<file path="src/rtl/mem_port_arbiter.sv">
// -----------------------------------------------------------------------------
// mem_port_arbiter
//
// Shares one port of the BRAM main memory between two masters: the core's
// data interface (m0) and a secondary master such as DMA or a debug loader
// (m1). At most one access is issued per cycle. Read data, which the BRAM
// returns one cycle after the address, is routed back to the master that
// issued the read.
//
// Arbitration:
//   - a lone requester is always granted;
//   - on a tie, the master granted last cycle keeps the port if it holds lock
//     and has used fewer than MAX_BURST contested grants in a row;
//   - otherwise the master not granted most recently wins (round-robin).
//
// Ports:
//   clk, rst               clock, synchronous active-high reset
//   mN_req/we/lock         request, write strobe, burst lock   (N = 0, 1)
//   mN_addr/wdata/be       byte address, write data, byte enables
//   mN_gnt                 combinational grant for this cycle
//   mN_rvalid/rdata        read response, one cycle after a read grant
//   mem_addr/wdata/be/we   memory request, driven by the granted master
//   mem_rdata              registered read data from memory
// -----------------------------------------------------------------------------
module mem_port_arbiter #(
  parameter int ADDR_W    = 13,
  parameter int MAX_BURST = 4
) (
  input  logic              clk,
  input  logic              rst,

  input  logic              m0_req,
  input  logic              m0_we,
  input  logic              m0_lock,
  input  logic [ADDR_W-1:0] m0_addr,
  input  logic [31:0]       m0_wdata,
  input  logic [3:0]        m0_be,
  output logic              m0_gnt,
  output logic              m0_rvalid,
  output logic [31:0]       m0_rdata,

  input  logic              m1_req,
  input  logic              m1_we,
  input  logic              m1_lock,
  input  logic [ADDR_W-1:0] m1_addr,
  input  logic [31:0]       m1_wdata,
  input  logic [3:0]        m1_be,
  output logic              m1_gnt,
  output logic              m1_rvalid,
  output logic [31:0]       m1_rdata,

  output logic [ADDR_W-1:0] mem_addr,
  output logic [31:0]       mem_wdata,
  output logic [3:0]        mem_be,
  output logic              mem_we,
  input  logic [31:0]       mem_rdata
);

  localparam int CNT_W = $clog2(MAX_BURST + 1);

  // Registered state
  logic             last;       // index of the most recently granted master
  logic             owner_v;    // a grant was issued last cycle (to 'last')
  logic [CNT_W-1:0] burst_cnt;  // consecutive contested grants to the owner
  logic             resp_v;     // read response due this cycle
  logic             resp_id;    // master that owns the pending response

  // Combinational arbitration results
  logic             gnt_v;
  logic             gnt_id;
  logic             hold;
  logic             sel_we;
  logic             sel_lock;
  logic [ADDR_W-1:0] sel_addr;
  logic [31:0]      sel_wdata;
  logic [3:0]       sel_be;
  logic [CNT_W-1:0] burst_nxt;

  // ---------------------------------------------------------------------------
  // Arbitration
  // ---------------------------------------------------------------------------
  always_comb begin
    // NOTE: every output of a combinational block gets a default first, so no
    // path leaves a value unassigned and no latch is inferred.
    gnt_v  = 1'b0;
    gnt_id = 1'b0;

    // The previous owner may keep the port on a tie only while it still
    // requests with lock and has not exhausted its burst allowance.
    hold = owner_v
        && (last ? m1_req  : m0_req)
        && (last ? m1_lock : m0_lock)
        && (burst_cnt < CNT_W'(MAX_BURST));

    if (!rst) begin
      case ({m1_req, m0_req})
        2'b01:   begin gnt_v = 1'b1; gnt_id = 1'b0; end
        2'b10:   begin gnt_v = 1'b1; gnt_id = 1'b1; end
        2'b11:   begin gnt_v = 1'b1; gnt_id = hold ? last : ~last; end
        default: begin gnt_v = 1'b0; gnt_id = 1'b0; end
      endcase
    end
  end

  assign m0_gnt = gnt_v & ~gnt_id;
  assign m1_gnt = gnt_v &  gnt_id;

  // Fields of the granted master
  assign sel_we    = gnt_id ? m1_we    : m0_we;
  assign sel_lock  = gnt_id ? m1_lock  : m0_lock;
  assign sel_addr  = gnt_id ? m1_addr  : m0_addr;
  assign sel_wdata = gnt_id ? m1_wdata : m0_wdata;
  assign sel_be    = gnt_id ? m1_be    : m0_be;

  // ---------------------------------------------------------------------------
  // Memory request: quiet (all zero) whenever nothing is granted
  // ---------------------------------------------------------------------------
  always_comb begin
    mem_addr  = '0;
    mem_wdata = '0;
    mem_be    = '0;
    mem_we    = 1'b0;
    if (gnt_v) begin
      mem_addr  = sel_addr;
      mem_wdata = sel_wdata;
      mem_we    = sel_we;
      mem_be    = sel_we ? sel_be : 4'b0000;
    end
  end

  // ---------------------------------------------------------------------------
  // Burst counter: only contested, locked grants count. Any grant taken
  // without contention, without lock, or by a new owner restarts the count.
  // A contested grant to the same owner implies hold was true, so the count
  // never runs past MAX_BURST.
  // ---------------------------------------------------------------------------
  always_comb begin
    burst_nxt = '0;
    if (gnt_v && m0_req && m1_req && sel_lock) begin
      if (owner_v && (gnt_id == last))
        burst_nxt = burst_cnt + CNT_W'(1);
      else
        burst_nxt = CNT_W'(1);
    end
  end

  // ---------------------------------------------------------------------------
  // State registers
  // ---------------------------------------------------------------------------
  always_ff @(posedge clk) begin
    // NOTE: registered state uses non-blocking assignments so every flop
    // samples the pre-edge values regardless of statement order.
    if (rst) begin
      last      <= 1'b1;  // m0 wins the first tie after reset
      owner_v   <= 1'b0;
      burst_cnt <= '0;
      resp_v    <= 1'b0;
      resp_id   <= 1'b0;
    end else begin
      owner_v   <= gnt_v;
      burst_cnt <= burst_nxt;
      resp_v    <= gnt_v & ~sel_we;
      if (gnt_v) begin
        last    <= gnt_id;
        resp_id <= gnt_id;
      end
    end
  end

  // ---------------------------------------------------------------------------
  // Read response: gated by rst so a read granted just before reset is dropped
  // ---------------------------------------------------------------------------
  assign m0_rvalid = resp_v & ~resp_id & ~rst;
  assign m1_rvalid = resp_v &  resp_id & ~rst;
  assign m0_rdata  = m0_rvalid ? mem_rdata : 32'h0;
  assign m1_rdata  = m1_rvalid ? mem_rdata : 32'h0;

endmodule

</file>
<file path="config.mk">
export PLATFORM = sky130hd
export DESIGN_NAME = mem_port_arbiter
export DESIGN_NICKNAME = d
export VERILOG_FILES = /design/src/rtl/mem_port_arbiter.sv
export SDC_FILE = /design/constraint.sdc
export NUM_CORES = 1
export LEC_CHECK = 0
export CELL_PAD_IN_SITES_DETAIL_PLACEMENT = 0
export CELL_PAD_IN_SITES_GLOBAL_PLACEMENT = 1
export CORE_AREA = 5 5 166 88
export DETAILED_ROUTE_END_ITERATION = 10
export DIE_AREA = 0 0 171 93
export PLACE_DENSITY = 0.75
export SLEW_MARGIN = 20
export SYNTH_ARGS = -nofsm -noshare
export SYNTH_HDL_FRONTEND = slang
export SYNTH_SLANG_ARGS = --single-unit
</file>
<file path="constraint.sdc">
create_clock -name clk -period 1.7 [get_ports clk]
set_input_delay 0.255 -clock clk [delete_from_list [all_inputs] [get_ports clk]]
set_output_delay 0.255 -clock clk [all_outputs]
set_load 0.03 [all_outputs]
</file>
==> results.py <==
metrics = {
    "run_status": {
        "status": "complete, but fails checks",
        "violations": "negative setup slack",
    },
    "setup_path": {
        "required_ns": 1.44,
        "r2r_start": "burst_cnt[2]$_SDFF_PP0_",
        "worstPathArrival_ns": 1.83,
        "crit_buf_inv": 3,
        "cpMaxStageDelayCell": "dfxtp_2",
        "endpoint_kind": "primary output",
        "startpoint": "burst_cnt[2]$_SDFF_PP0_",
        "path_max_fanout": 4,
        "critPathMaxStageDelay_ns": 0.33,
        "worstSetupPathType": "flip-flop to primary output",
        "start_kind": "flip-flop",
        "cp_top_family": "buffers and inverters",
        "cp_cell_sequence": "and3b_2, o211a_4, nor2_4, buf_12, buf_8, mux2i_4, buf_6",
    },
    "synthesis": {
        "synth.most_common_cell": "and2_1",
        "yosysSeqAreaShare_pct": 10.05,
        "synth-edff-count": 0,
        "synth-simple-area-share_pct": 37.70,
        "synth_area_sq_um": 1394,
        "synth_cell_types": 35,
        "synth_mux_area_share_pct": 4.399,
        "synth.avg_cell_area_sq_um": 7.701,
        "synth_seq_cells": 7,
        "synth_top_area_share_pct": 29.62,
        "yosys.area.top_type": "and2_1",
        "synth_top_family_by_area": "compound AO/OA/AOI/OAI gates",
        "synth-xor-area-share_pct": 0,
        "synthAdderAreaFrac_pct": 0.8977,
        "synth_area_leaders": "and2_1 (30%), a22o_1 (25%), dfxtp_1 (10%), a22o_2 (4.3%), buf_6 (4.0%)",
        "syn_nets": 320,
        "async_flop_share_pct": 0,
        "synth_ff_type": "dfxtp_1",
        "synth-compound-area-share_pct": 38.24,
        "ys.warnings.count": 0,
        "syn_inst": 181,
        "ys_top_cells_by_count": "and2_1 (66), a22o_1 (39), nand2_1 (8), dfxtp_1 (7)",
    },
    "route": {
        "via_per_inst": 3.934,
        "vias": 2502,
        "wl_per_cell_microns": 17.07,
        "routed_wl_microns": 10860,
        "ant_nets": 0,
        "drc": 0,
        "first_pass_iters": 4,
        "drt-initial-drc-count": 76,
    },
    "sta": {
        "worst_pin_slew_ns": 0.3212,
        "drv_slew": 0,
        "rsz0062_at_grt": "true",
        "finalSetupViolCount": 52,
        "setup_ws_ns": -0.3885,
        "post-route-period-util_pct": 122.9,
        "finalHoldViolCount": 0,
        "fin_skew_ns": 0.001994,
        "fin_crit_ns": 2.088,
        "fmax_ghz": 0.4788,
        "relSlewSlack_pct": 78.39,
    },
    "power_and_ir_drop": {
        "leakage_nw": 2.263,
        "power_mw": 1.978,
        "p_per_area_nw_per_um2": 398.1,
        "peakVddDrop_uv": 266.4,
    },
    "final_layout": {
        "area_growth_pct": 256.5,
        "final_util_pct": 37.93,
        "drive_above_1_share_pct": 47.61,
        "n_antenna_cell": 0,
        "fillCellCount": 1279,
        "layout.nets": 600,
        "layoutNonFillerInstCount": 636,
    },
    "min_path": {
        "hold_path.class": "input port to flip-flop",
        "hold_start": "rst",
    },
    "cts": {
        "cts_buffers": 3,
        "htree_num_levels": 1,
        "cts_sinks": 7,
        "clk_latency_ns": 0.23,
        "cts_buffer_depth": 2,
        "cts_tree": "built",
        "cts_hold_buf": 0,
        "clkTransAtPathRegs_ns": 0.04,
        "cts-root-buf": "clkbuf_16",
    },
    "place": {
        "portBuffers": 255,
        "placed_cells": 612,
        "dp_hpwl_microns": 8403,
        "place_congestion": 0.8629,
    },
    "global_routing": {
        "grt_start_max_net_pins": 34,
        "overflow": 0,
        "antenna_found_initial": 0,
        "grt.total_usage_pct": 11.69,
        "grt_pass1_wl_microns": 14700,
        "grt_pass1_vias": 2545,
    },
    "floorplan": {
        "initial_core_util_pct": 10.64,
        "ios": 256,
        "core_sq_um": 13100,
        "rows": 30,
        "die_x_microns": 171,
        "die_y_microns": 93,
        "die_area_sq_um": 15900,
    },
    "flow_run": {
        "maxCapViolCount": 0,
    },
}
[where the power goes]
| part | internal [mW] | switching [mW] |
|---|---|---|
| sequential | 0.174 | 0.00771 |
| clock | 0.308 | 0.0880 |
| combinational | 0.794 | 0.606 |
[placed cells by master (no fill, tap or decap), drive strengths merged]
cell type and n:
nand2b 1, nor3b 1, mux2 1, inv 4, o21a 1, nor4 1, o21bai 2, o21ai 4
a21oi 3, clkbuf 9, a211oi 2, a211o 1, clkinv 1, nor2 3, ha 1, a21boi 1
a41oi 1, mux2i 5, and3b 2, buf 149, nand2 8, clkdlybuf4s50 133, o211a 1, o22ai 1
a22o 45, and2 66, nand3b 1, or2b 1, nand4b 1, dfxtp 7, dlygate4sd2 3
[registers in the layout, summed over array words and instances, names as in the netlist]
| signal | count |
|---|---|
| burst_cnt | 3 |
| last | 1 |
| owner_v | 1 |
| resp_id | 1 |
| resp_v | 1 |
[metal layers]
layer	track usage, %	part of all wire, %	vias up
met5	0	0	-
met4	2.241	1.3	0
met3	2.280	5.8	12
met2	19.86	48	78
met1	15.52	45	1186
li1	-	-	1226
[path summary, 6_finish.rpt]
| check | to | slack [ns] | depth (start not counted) |
|---|---|---|---|
| min reg2reg | burst_cnt[0]$_SDFF_PP0_ | 0.48 | 1 |
| min | last$_SDFFE_PP1P_ | 0.28 | 2 |
| max | mem_be[1] | -0.39 | 7 |
| max reg2reg | resp_v$_SDFF_PP0_ | 0.32 | 5 |
[worst reg2reg max path: cells and delay by family, from the launching register on]
family / cells / cell delay (ns)
AOI/OAI and AO/OA: 3 / 0.60
DFF: 1 / 0.33
and+or+nand+nor: 1 / 0.24
buffers and inverters: 1 / 0.14
[cells by family (layout without fill, tap and decap cells)]
group,Yosys count,in the layout
AOI/OAI and AO/OA,62,62
muxes,6,6
and+or+nand+nor,85,85
buffers and inverters,20,299
DFF,7,7
adders and majority gates,1,1
[cell type report]
cell class              instances  area, sq um  area share [%]
inverters                       4        15.01          0.3022
well taps                     176        220.2           4.432
clock inverters                 1        5.005          0.1007
multi-input cells             154         1469           29.56
clock buffers                   3        75.07           1.511
repair buffers                291         3042           61.22
flip-flops and latches          7        142.6           2.871
[repair_timing]
| action | in CTS | in global routing |
|---|---|---|
| pin swaps | 9 | 6 |
| gates resized for setup | 70 | 9 |
| setup buffers | 11 | 1 |
| cloned | 3 | 5 |
| endpoints found under the setup margin | 118 | 115 |
[stage by stage]
stage	setup TNS (ns)	setup WS (ns)	hold slack, ns	cell area, sq um
after floorplan	-0.8943	-0.06006	0.3241	1698
after global placement	-38.89	-0.5728	0.4835	4300
after detailed placement	-39.92	-0.6081	0.4829	4300
after CTS	-19.53	-0.4163	0.4478	4807
after global routing	-21.10	-0.4508	0.3274	4969
final	-18.39	-0.3885	0.2837	4969
Power figures use the tool's default switching activity.
==> RTL change (same settings) <==
`ADDR_W`: 13 -> 14.
--- a/src/rtl/mem_port_arbiter.sv
+++ b/src/rtl/mem_port_arbiter.sv
@@ -23,7 +23,7 @@
 //   mem_rdata              registered read data from memory
 // -----------------------------------------------------------------------------
 module mem_port_arbiter #(
-  parameter int ADDR_W    = 13,
+  parameter int ADDR_W    = 14,
   parameter int MAX_BURST = 4
 ) (
   input  logic              clk,
Interface: changed (resized m0_addr, m1_addr and mem_addr); port bits go from 256 to 259. The function was not compared with the original's and may differ.
==> RTL change against the unedited design <==
  * The run still ends with negative setup slack left
  * Count of clock-buffer cells in the layout increased by 1
  * Worst setup slack better by 65 ps
  * Sequential cell count unchanged
  * First-iteration DRC count increased by 30%
  * Critical path depth decreased by 1
  * Power is 9.1% lower
  * Clock skew shrank 0.77 ps
  * Wire length up 4.3%
  * Final area is 6.1% lower
  * Die area unchanged
  * Synthesized area rose by 10%
  * Synthesized cell count is 6.6% higher
  * Highest routed layer unchanged
==> RTL change: results (changes against the unedited design) <==
status: "finished, violations left"  # unchanged
violations: "negative setup slack"  # unchanged
dp_hpwl_um: 8569  # was 8403 µm
numCtsBuffers: 3  # unchanged
power_switching_mw: 0.6378  # was 0.7019 mW
gp_congestion: 0.8424  # was 0.8629
wl_met1_um: 5184  # was 4853 µm
firstDrtPassIters: 4  # unchanged
port_buffers: 258  # was 255
n_fill_cell: 1313  # was 1279
r2r_cells: 4  # was 5
wl_met2_um: 5344  # was 5231 µm
clkPwrFrac: 0.222  # was 0.200
max_stage_delay_ps: 570  # was 330 ps
routedWlPerCell_um: 17.77  # was 17.07 µm
grt_use_met3: 0.02998  # was 0.02280
grt_pass1_wl_um: 15300  # was 14700 µm
vdd_drop_max_uv: 327.1  # was 266.4 µV
synthCells: 193  # was 181
setup_viol: 53  # was 52
grt_antenna_before_repair: 0  # unchanged
seq_area_frac_synth: 0.09143  # was 0.1005
reg2reg_to: "resp_v"  # unchanged
grt_pass1_vias: 2589  # was 2545
hold_ws_ps: 390.8  # was 283.7 ps
yosysUniqueCellTypes: 28  # was 35
crit_family: "buffers and inverters"  # unchanged
drive_gt1_frac: 0.4187  # was 0.4761
leakage_nw: 2.108  # was 2.263 nW
setup_slack_ps: -323.9  # was -388.5 ps
setup_tns_ps: -15460  # was -18390 ps
synthTopCellsByCount: "and2_1 (67), a32o_1 (46), buf_6 (10), clkbuf_1 (9), nand3_1 (8)"  # was and2_1 (66), a22o_1 (39), nand2_1 (8), dfxtp_1 (7)
dpl_worst_slack_ps: -473.3  # was -608.1 ps
regMostFlops: "burst_cnt"  # unchanged
r2r_slack_ps: 440  # was 320 ps
grtUsageTotal: 0.1205  # was 0.1169
critPathArrivalTime_ps: 1770  # was 1830 ps
finClkSkew_ps: 1.221  # was 1.994 ps
worstMarginPinSlew_ps: 287.3  # was 321.2 ps
slowest_stage: "clkdlybuf4s50_1"  # was dfxtp_2
r2r_start: "burst_cnt[2]"  # unchanged
post-place-cells: 622  # was 612
n_antenna_cell: 0  # unchanged
synth_fp_nets: 334  # was 320
grt_util_met2: 0.1947  # was 0.1986
powerDensity_nw_per_um2: 385.7  # was 398.1 nW/µm²
p_comb_mw: 1.22  # was 1.40 mW
crit_path_max_fanout: 8  # was 4
hold_depth: 4  # was 2
ys.warnings.count: 0  # unchanged
dpl_cell_area_um2: 4214  # was 4300 µm²
routed_via_density: 4.133  # was 3.934
drt_iter0_drc: 99  # was 76
layout.cells.non_filler: 637  # was 636
synth_area_leaders: "a32o_1 (30%), and2_1 (27%), dfxtp_1 (9.1%)"  # was and2_1 (30%), a22o_1 (25%), dfxtp_1 (10%)
finalNetCount: 603  # was 600
wl_met3_um: 746  # was 626 µm
grtUsageMet1: 0.1689  # was 0.1552
## RTL change: cell count changes in the layout (fill, tap and decap cells not counted), sizes merged, moves of 2 or more
| cell | change |
|---|---|
| o21ai | -3 |
| a22o | -45 |
| inv | -4 |
| clkdlybuf4s50 | +2 |
| o21bai | -2 |
| a211oi | -2 |
| nor3 | +3 |
| nor2b | +4 |
| buf | -4 |
| nand3 | +8 |
| a32o | +46 |
## RTL change: logic make-up (layout without fill, tap and decap cells)
family / Yosys count / in the layout / synth area share
buffers and inverters: 25 / 293 / 0.1200
flip-flops: 7 / 7 / 0.09143
multiplexers: 7 / 7 / 0.04653
adder cells (fa/ha/maj): 1 / 1 / 0.008162
AO/OA/AOI/OAI: 56 / 56 / 0.3478
AND/OR/NAND/NOR: 97 / 97 / 0.3861
## RTL change: worst max-delay path by stage
stage | startpoint | endpoint | slack (ps) | cells past startpoint
2_1_floorplan | burst_cnt[2] | mem_be[0] | -8 | 6
3_3_place_gp | m0_lock | mem_we | -470 | 7
3_5_place_dp | m0_lock | mem_be[0] | -470 | 7
4_1_cts | burst_cnt[2] | mem_be[0] | -360 | 6
5_1_grt | burst_cnt[2] | mem_be[1] | -390 | 6
6_report | m1_req | mem_be[0] | -320 | 6
## RTL change: timing repair
| action | in CTS | in global routing |
|---|---|---|
| buffers inserted | 2 | 1 |
| setup endpoints to repair | 119 | 65 |
| gates resized for setup | 45 | 23 |
| pin swaps | 3 | 6 |
| cloned | 3 | 5 |
| hold buffers | 0 | 0 |
## RTL change: layout make-up
| cell class | count | area, µm² | area share |
|---|---|---|---|
| timing repair buffer | 289 | 2903 | 0.6225 |
| sequential | 7 | 145.1 | 0.03112 |
| tap | 176 | 220.2 | 0.04722 |
| clock buffer | 4 | 78.83 | 0.01690 |
| multi-input combinational | 161 | 1316 | 0.2823 |
